File: src/rtl/pipeline_pkg.sv
// Shared encodings for the pipeline hazard controller: operand forwarding
// selects and the memory-wait FSM states.
package pipeline_pkg;

    typedef enum logic [1:0] {
        FWD_RF = 2'd0,
        FWD_EX = 2'd1,
        FWD_WB = 2'd2
    } fwd_sel_e;

    typedef enum logic [1:0] {
        RUN      = 2'd0,
        MEM_WAIT = 2'd1,
        ERROR    = 2'd2
    } hz_state_e;

endpackage

File: src/rtl/hazard_match.sv
// Per-operand dependency check against the EX and WB stages; produces the
// EX match (for load-use detection) and the forwarding select.
module hazard_match
    import pipeline_pkg::*;
#(
    parameter int REG_ADDRESS_LENGTH = 5,
    parameter bit R0_ZERO            = 1'b1
) (
    input  logic                          used,
    input  logic [REG_ADDRESS_LENGTH-1:0] src,
    input  logic                          ex_valid,
    input  logic                          ex_wr_en,
    input  logic [REG_ADDRESS_LENGTH-1:0] ex_rd,
    input  logic                          wb_valid,
    input  logic                          wb_wr_en,
    input  logic [REG_ADDRESS_LENGTH-1:0] wb_rd,
    output logic                          ex_match,
    output fwd_sel_e                      fwd_sel
);

    logic src_live;
    logic wb_match;

    // A hard-wired zero register never carries a dependency.
    assign src_live = used & ~(R0_ZERO & (src == '0));
    assign ex_match = src_live & ex_valid & ex_wr_en & (ex_rd == src);
    assign wb_match = src_live & wb_valid & wb_wr_en & (wb_rd == src);

    always_comb begin
        fwd_sel = FWD_RF;
        if (ex_match) begin
            fwd_sel = FWD_EX;
        end else if (wb_match) begin
            fwd_sel = FWD_WB;
        end
    end

endmodule

File: src/rtl/pipeline_hazard_ctrl.sv
// Hazard, stall and flush controller for the 4-stage core: tracks EX/WB
// occupancy, forwards from EX/WB, interlocks load-use and slow memory.
module pipeline_hazard_ctrl
    import pipeline_pkg::*;
#(
    parameter int REG_ADDRESS_LENGTH = 5,
    parameter int LOAD_LATENCY       = 0,
    parameter bit R0_ZERO            = 1'b1,
    parameter int MEM_TIMEOUT        = 64,
    parameter int STALL_CNT_W        = 16
) (
    input  logic                          clk,
    input  logic                          rst,
    input  logic                          id_valid,
    input  logic [REG_ADDRESS_LENGTH-1:0] id_ra,
    input  logic [REG_ADDRESS_LENGTH-1:0] id_rb,
    input  logic                          id_ra_used,
    input  logic                          id_rb_used,
    input  logic [REG_ADDRESS_LENGTH-1:0] id_rd,
    input  logic                          id_wr_en,
    input  logic                          id_is_load,
    input  logic                          id_is_mem,
    input  logic                          br_taken,
    input  logic                          mem_ready,
    output logic                          pc_en,
    output logic                          ifid_en,
    output logic                          idex_en,
    output logic                          ifid_flush,
    output logic                          idex_bubble,
    output logic                          exwb_bubble,
    output logic                          br_commit,
    output logic [1:0]                    fwd_a_sel,
    output logic [1:0]                    fwd_b_sel,
    output logic                          err,
    output logic [STALL_CNT_W-1:0]        stall_cycles
);

    localparam int WAIT_W = (MEM_TIMEOUT > 1) ? $clog2(MEM_TIMEOUT + 1) : 1;

    hz_state_e                     state_q, state_d;
    logic [WAIT_W-1:0]             wait_cnt_q, wait_cnt_d;
    logic [STALL_CNT_W-1:0]        stall_cnt_q, stall_cnt_d;
    logic                          ex_valid_q, ex_valid_d;
    logic [REG_ADDRESS_LENGTH-1:0] ex_rd_q, ex_rd_d;
    logic                          ex_wr_en_q, ex_wr_en_d;
    logic                          ex_is_load_q, ex_is_load_d;
    logic                          ex_is_mem_q, ex_is_mem_d;
    logic                          ex_age_q, ex_age_d;
    logic                          wb_valid_q, wb_valid_d;
    logic [REG_ADDRESS_LENGTH-1:0] wb_rd_q, wb_rd_d;
    logic                          wb_wr_en_q, wb_wr_en_d;

    logic     ex_match_a, ex_match_b;
    fwd_sel_e fwd_a, fwd_b;
    logic     mem_stall, load_use, exwb_en;

    hazard_match #(.REG_ADDRESS_LENGTH(REG_ADDRESS_LENGTH), .R0_ZERO(R0_ZERO)) u_match_a (
        .used(id_ra_used), .src(id_ra),
        .ex_valid(ex_valid_q), .ex_wr_en(ex_wr_en_q), .ex_rd(ex_rd_q),
        .wb_valid(wb_valid_q), .wb_wr_en(wb_wr_en_q), .wb_rd(wb_rd_q),
        .ex_match(ex_match_a), .fwd_sel(fwd_a)
    );

    hazard_match #(.REG_ADDRESS_LENGTH(REG_ADDRESS_LENGTH), .R0_ZERO(R0_ZERO)) u_match_b (
        .used(id_rb_used), .src(id_rb),
        .ex_valid(ex_valid_q), .ex_wr_en(ex_wr_en_q), .ex_rd(ex_rd_q),
        .wb_valid(wb_valid_q), .wb_wr_en(wb_wr_en_q), .wb_rd(wb_rd_q),
        .ex_match(ex_match_b), .fwd_sel(fwd_b)
    );

    assign fwd_a_sel    = fwd_a;
    assign fwd_b_sel    = fwd_b;
    assign stall_cycles = stall_cnt_q;

    // A load only blocks its consumer during its first cycle in EX; once it
    // has been held there (or moved on) the data is forwardable.
    assign mem_stall = (state_q != ERROR) & ex_valid_q & ex_is_mem_q & ~mem_ready;
    assign load_use  = (LOAD_LATENCY == 1) & id_valid & ex_valid_q & ex_is_load_q
                     & ~ex_age_q & (ex_match_a | ex_match_b);

    always_comb begin
        state_d     = state_q;
        wait_cnt_d  = wait_cnt_q;
        pc_en       = 1'b1;
        ifid_en     = 1'b1;
        idex_en     = 1'b1;
        exwb_en     = 1'b1;
        ifid_flush  = 1'b0;
        idex_bubble = 1'b0;
        exwb_bubble = 1'b0;
        br_commit   = 1'b0;
        err         = 1'b0;

        case (state_q)
            RUN: begin
                if (mem_stall) begin
                    state_d = MEM_WAIT;
                end
            end
            MEM_WAIT: begin
                if (mem_ready) begin
                    state_d    = RUN;
                    wait_cnt_d = '0;
                end else if (MEM_TIMEOUT != 0) begin
                    wait_cnt_d = wait_cnt_q + 1'b1;
                    if (int'(wait_cnt_d) == MEM_TIMEOUT) begin
                        state_d    = ERROR;
                        wait_cnt_d = '0;
                    end
                end
            end
            ERROR: begin
                state_d = ERROR;
            end
            default: begin
                state_d    = RUN;
                wait_cnt_d = '0;
            end
        endcase

        if (state_q == ERROR) begin
            pc_en   = 1'b0;
            ifid_en = 1'b0;
            idex_en = 1'b0;
            exwb_en = 1'b0;
            err     = 1'b1;
        end else if (mem_stall) begin
            // Bubbling WB while EX is held retires the access exactly once.
            pc_en       = 1'b0;
            ifid_en     = 1'b0;
            idex_en     = 1'b0;
            exwb_bubble = 1'b1;
        end else if (load_use) begin
            pc_en       = 1'b0;
            ifid_en     = 1'b0;
            idex_bubble = 1'b1;
        end else begin
            br_commit  = br_taken & id_valid;
            ifid_flush = br_commit;
        end
    end

    always_comb begin
        ex_valid_d   = ex_valid_q;
        ex_rd_d      = ex_rd_q;
        ex_wr_en_d   = ex_wr_en_q;
        ex_is_load_d = ex_is_load_q;
        ex_is_mem_d  = ex_is_mem_q;
        ex_age_d     = ex_age_q;
        wb_valid_d   = wb_valid_q;
        wb_rd_d      = wb_rd_q;
        wb_wr_en_d   = wb_wr_en_q;
        stall_cnt_d  = stall_cnt_q;

        if (exwb_en) begin
            if (exwb_bubble) begin
                wb_valid_d = 1'b0;
                wb_wr_en_d = 1'b0;
            end else begin
                wb_valid_d = ex_valid_q;
                wb_rd_d    = ex_rd_q;
                wb_wr_en_d = ex_wr_en_q;
            end
        end

        if (idex_en) begin
            ex_age_d = 1'b0;
            if (idex_bubble) begin
                ex_valid_d   = 1'b0;
                ex_rd_d      = '0;
                ex_wr_en_d   = 1'b0;
                ex_is_load_d = 1'b0;
                ex_is_mem_d  = 1'b0;
            end else begin
                ex_valid_d   = id_valid;
                ex_rd_d      = id_rd;
                ex_wr_en_d   = id_wr_en;
                ex_is_load_d = id_is_load;
                ex_is_mem_d  = id_is_mem;
            end
        end else begin
            ex_age_d = 1'b1;
        end

        if (!pc_en && (state_q != ERROR) && (stall_cnt_q != '1)) begin
            stall_cnt_d = stall_cnt_q + 1'b1;
        end
    end

    always_ff @(posedge clk or negedge rst) begin
        if (!rst) begin
            state_q      <= RUN;
            wait_cnt_q   <= '0;
            stall_cnt_q  <= '0;
            ex_valid_q   <= 1'b0;
            ex_rd_q      <= '0;
            ex_wr_en_q   <= 1'b0;
            ex_is_load_q <= 1'b0;
            ex_is_mem_q  <= 1'b0;
            ex_age_q     <= 1'b0;
            wb_valid_q   <= 1'b0;
            wb_rd_q      <= '0;
            wb_wr_en_q   <= 1'b0;
        end else begin
            state_q      <= state_d;
            wait_cnt_q   <= wait_cnt_d;
            stall_cnt_q  <= stall_cnt_d;
            ex_valid_q   <= ex_valid_d;
            ex_rd_q      <= ex_rd_d;
            ex_wr_en_q   <= ex_wr_en_d;
            ex_is_load_q <= ex_is_load_d;
            ex_is_mem_q  <= ex_is_mem_d;
            ex_age_q     <= ex_age_d;
            wb_valid_q   <= wb_valid_d;
            wb_rd_q      <= wb_rd_d;
            wb_wr_en_q   <= wb_wr_en_d;
        end
    end

endmodule

File: config.mk
export PLATFORM = sky130hd
export DESIGN_NAME = pipeline_hazard_ctrl
export DESIGN_NICKNAME = d
export VERILOG_FILES = /design/src/rtl/pipeline_pkg.sv /design/src/rtl/hazard_match.sv /design/src/rtl/pipeline_hazard_ctrl.sv
export SDC_FILE = /design/constraint.sdc
export NUM_CORES = 1
export LEC_CHECK = 0
export CELL_PAD_IN_SITES_DETAIL_PLACEMENT = 0
export CELL_PAD_IN_SITES_GLOBAL_PLACEMENT = 2
export CORE_MARGIN = 5
export CORE_UTILIZATION = 39
export DETAILED_ROUTE_END_ITERATION = 7
export DONT_BUFFER_PORTS = 1
export GPL_TIMING_DRIVEN = 0
export PLACE_DENSITY = 0.87
export SETUP_SLACK_MARGIN = 0.3
export SLEW_MARGIN = 20
export SYNTH_ARGS = -nofsm -noshare
export SYNTH_HDL_FRONTEND = slang
export SYNTH_HIERARCHICAL = 1
export SYNTH_SLANG_ARGS = --single-unit
File: constraint.sdc
create_clock -name clk -period 2.3 [get_ports clk]
set_input_delay 0.46 -clock clk [delete_from_list [all_inputs] [get_ports clk]]
set_output_delay 0.46 -clock clk [all_outputs]
set_load 0.02 [all_outputs]
==> flow_summary.toml <==
[status]
status = "complete, but fails checks"
violations = "hold timing"

[worst_hold_path]
hp-class = "in -> async"

[drt]
ant_nets = 0
wl_per_cell_um = 16.3
avgViaCountPerCell = 5.61
via_count = 1699
firstDrtPassIters = 4
drc_errors = 0
drtIter0Drc = 79
routed_wl_um = 4950

[yosys]
ys_top_cells_by_area = "dfrtp_1 (44%), xnor2_1 (9.3%), mux2_2 (8.5%)"
synth_edf_count = 0
ys_warn_count = 6
yosysUniqueCellTypes = 48
yosysTopAreaCell = "dfrtp_1"
syn_nets = 239
synth.avg_cell_area_um2 = 10.7
syn-instance-count = 212
ys_ff_latch = 40
synth_top_area_share_pct = 44.3
ys.flop_type = "dfrtp_1"
yosysSeqAreaShare_pct = 44.3
netlist_area_um2 = 2260
async_flop_share_pct = 100

[sta]
fmax_mhz = 493
tns_ns = 0
maxSlewHeadroom_pct = 44.5
finClkSkew_ns = 0.00359
setup_viol = 0
slew_viol_final = 0
worst_pin_slew_ns = 0.826
final_hold_viol_count = 1
hold_slack_ns = -0.000175
min_period_ns = 2.03
rsz0062_at_grt = "true"
post-route-period-util_pct = 88.2

[layout]
finalNetCount = 257
antennaDiodeCount = 0
drive_gt1_share_pct = 30.3
final_util_pct = 47.5
fill_cells = 532
regArea_um2 = 1010
area_growth_pct = 17.2
multi_input_area_um2 = 1250

[grt]
track_usage_pct = 13.7
grt_antenna_before_repair = 0
grt_pass1_wl_um = 8160
grt_pass1_vias = 1673
overflow = 0
grt_max_degree = 41

[pwr]
irDropWorstVdd_mv = 0.292
leakagePower_nw = 1.13
power_w = 0.00132
power_density_nw_per_um2 = 498

[critical_path]
r2r_start = "stall_cycles[0]$_DFFE_PN0P_"
end_kind = "output pin"
cpPeakStageDelay_ns = 0.53
start_kind = "primary input"
cp_slowest_cell = "or4_4"
cp_max_fo = 3
worstPathArrival_ns = 1.57
worstRegToRegCells = 6
reg2reg_to = "stall_cycles[14]$_DFFE_PN0P_"
worstSetupPathType = "in -> out"
ff2ff_setup_slack_ns = 0.41
cp.required_ns = 1.84
crit_chain = "or4_4 -> nor2_4 -> nor3_4 -> nor4_4"

[placed_design]
io_buffer_count = 0
dp_hpwl_um = 3620
gp_congestion = 0.760

[die]
rows = 27
core_um2 = 5570
start_util_pct = 40.5
pin_count = 53
dieArea_um2 = 7420
die_y_um = 86.1
die_x_um = 86.1

[clock_network]
path_clk_slew_ns = 0.08
cts.sinks = 40
cts-root-buf = "clkbuf_8"
htree_levels = 2
clkLatencyLatePin_ns = 0.29
cts_tree = "yes"
cts_made_buffers = 5
clockBufferDepth = 2

[job]
maxCapViolCount = 0
==> layer usage <==
layer	global-route usage (%)	part of all wire [%]
met1	17.6	45
met2	21.8	47
met3	4.90	6.2
met4	3.88	1.4
met5	0	0
==> cells in the mapped netlist, types with 3 or more instances <==
library cell,instances
nand4_1,17
nor3_1,5
a31oi_1,4
and2_1,3
and3_1,6
nand2_1,15
buf_4,6
nor2_1,5
dfrtp_1,40
o21ai_0,7
mux2_2,17
a21oi_1,11
inv_1,4
nand3_1,8
xnor2_1,24
==> area by class of cell <==
class | count | share of cell area [%]
Buffer | 8 | 2.41
Inverter | 5 | 1.04
Sequential cell | 40 | 38.1
Timing Repair Buffer | 11 | 3.59
Clock inverter | 3 | 1.61
Multi-Input combinational cell | 159 | 47.3
Tap cell | 72 | 3.40
Clock buffer | 5 | 2.60
==> worst max-delay path: cells and delay by family <==
family           cells  cell delay, ns
AND/OR/NAND/NOR      4            1.11
==> placed cells by master, fill, tap and decap left out, types with 5 or more instances in the layout <==
cell | synthesis | layout
dfrtp_1 | 40 | 34
xnor2_1 | 24 | 24
nand4_1 | 17 | 17
mux2_2 | 17 | 17
buf_4 | 6 | 16
nand2_1 | 15 | 14
a21oi_1 | 11 | 11
nand3_1 | 8 | 8
o21ai_0 | 7 | 7
dfrtp_2 | 0 | 6
and3_1 | 6 | 5
nor2_1 | 5 | 5
nor3_1 | 5 | 5
clkbuf_8 | 0 | 5
==> through the flow <==
stage | std cells | instance area [µm²] | hold slack, ns | worst slack [ns]
after detailed placement | 284 | 2380 | 0.165 | 0.125
final | 303 | 2650 | -0.000175 | 0.271
after global routing | 303 | 2650 | 0.00886 | 0.208
after global placement | 284 | 2380 | 0.166 | 0.127
after CTS | 303 | 2620 | 0.00839 | 0.290
after floorplan | 212 | 2290 | 0.164 | 0.250
==> worst max-delay path by stage <==
| stage | start | end | slack [ns] | depth (start not counted) |
|---|---|---|---|---|
| 2_1_floorplan | mem_ready | ifid_flush | 0.25 | 6 |
| 3_3_place_gp | mem_ready | ifid_flush | 0.13 | 6 |
| 3_5_place_dp | mem_ready | ifid_flush | 0.12 | 6 |
| 4_1_cts | id_ra[1] | fwd_a_sel[1] | 0.29 | 4 |
| 5_1_grt | ex_rd_q[2]$_DFFE_PN0P_ | fwd_b_sel[0] | 0.21 | 4 |
| 6_report | id_rb[1] | fwd_b_sel[1] | 0.27 | 4 |
==> kinds of logic after synthesis <==
group / share of synthesized area (%)
mux: 9.41
simple gates: 22.4
other cells: 0.166
fa+ha+maj: 1.11
flops: 44.3
buf+inv: 3.43
xor+xnor: 9.69
compound gates: 9.47
==> repair_timing <==
action,CTS,global route
endpoints found under the hold margin,40,0
setup buffers,10,0
endpoints found under the setup margin,8,7
cloned,0,0
resized for setup,10,9
hold buffers,1,0
pin swaps,6,3
==> state kept, by name, summed over array words and instances (netlist names) <==
register      count
ex_is_mem_q       1
ex_rd_q           5
ex_valid_q        1
ex_wr_en_q        1
stall_cycles     16
state_q           2
wait_cnt_q        7
wb_rd_q           5
wb_valid_q        1
wb_wr_en_q        1
==> where the power goes <==
group          internal (W)  total (W)  switching, W  leakage [nW]
logic             0.0000206  0.0000432     0.0000227         0.536
registers          0.000702   0.000702             0         0.539
clock network      0.000321   0.000574      0.000253        0.0541
No activity file was read; power rests on OpenSTA's default activity.
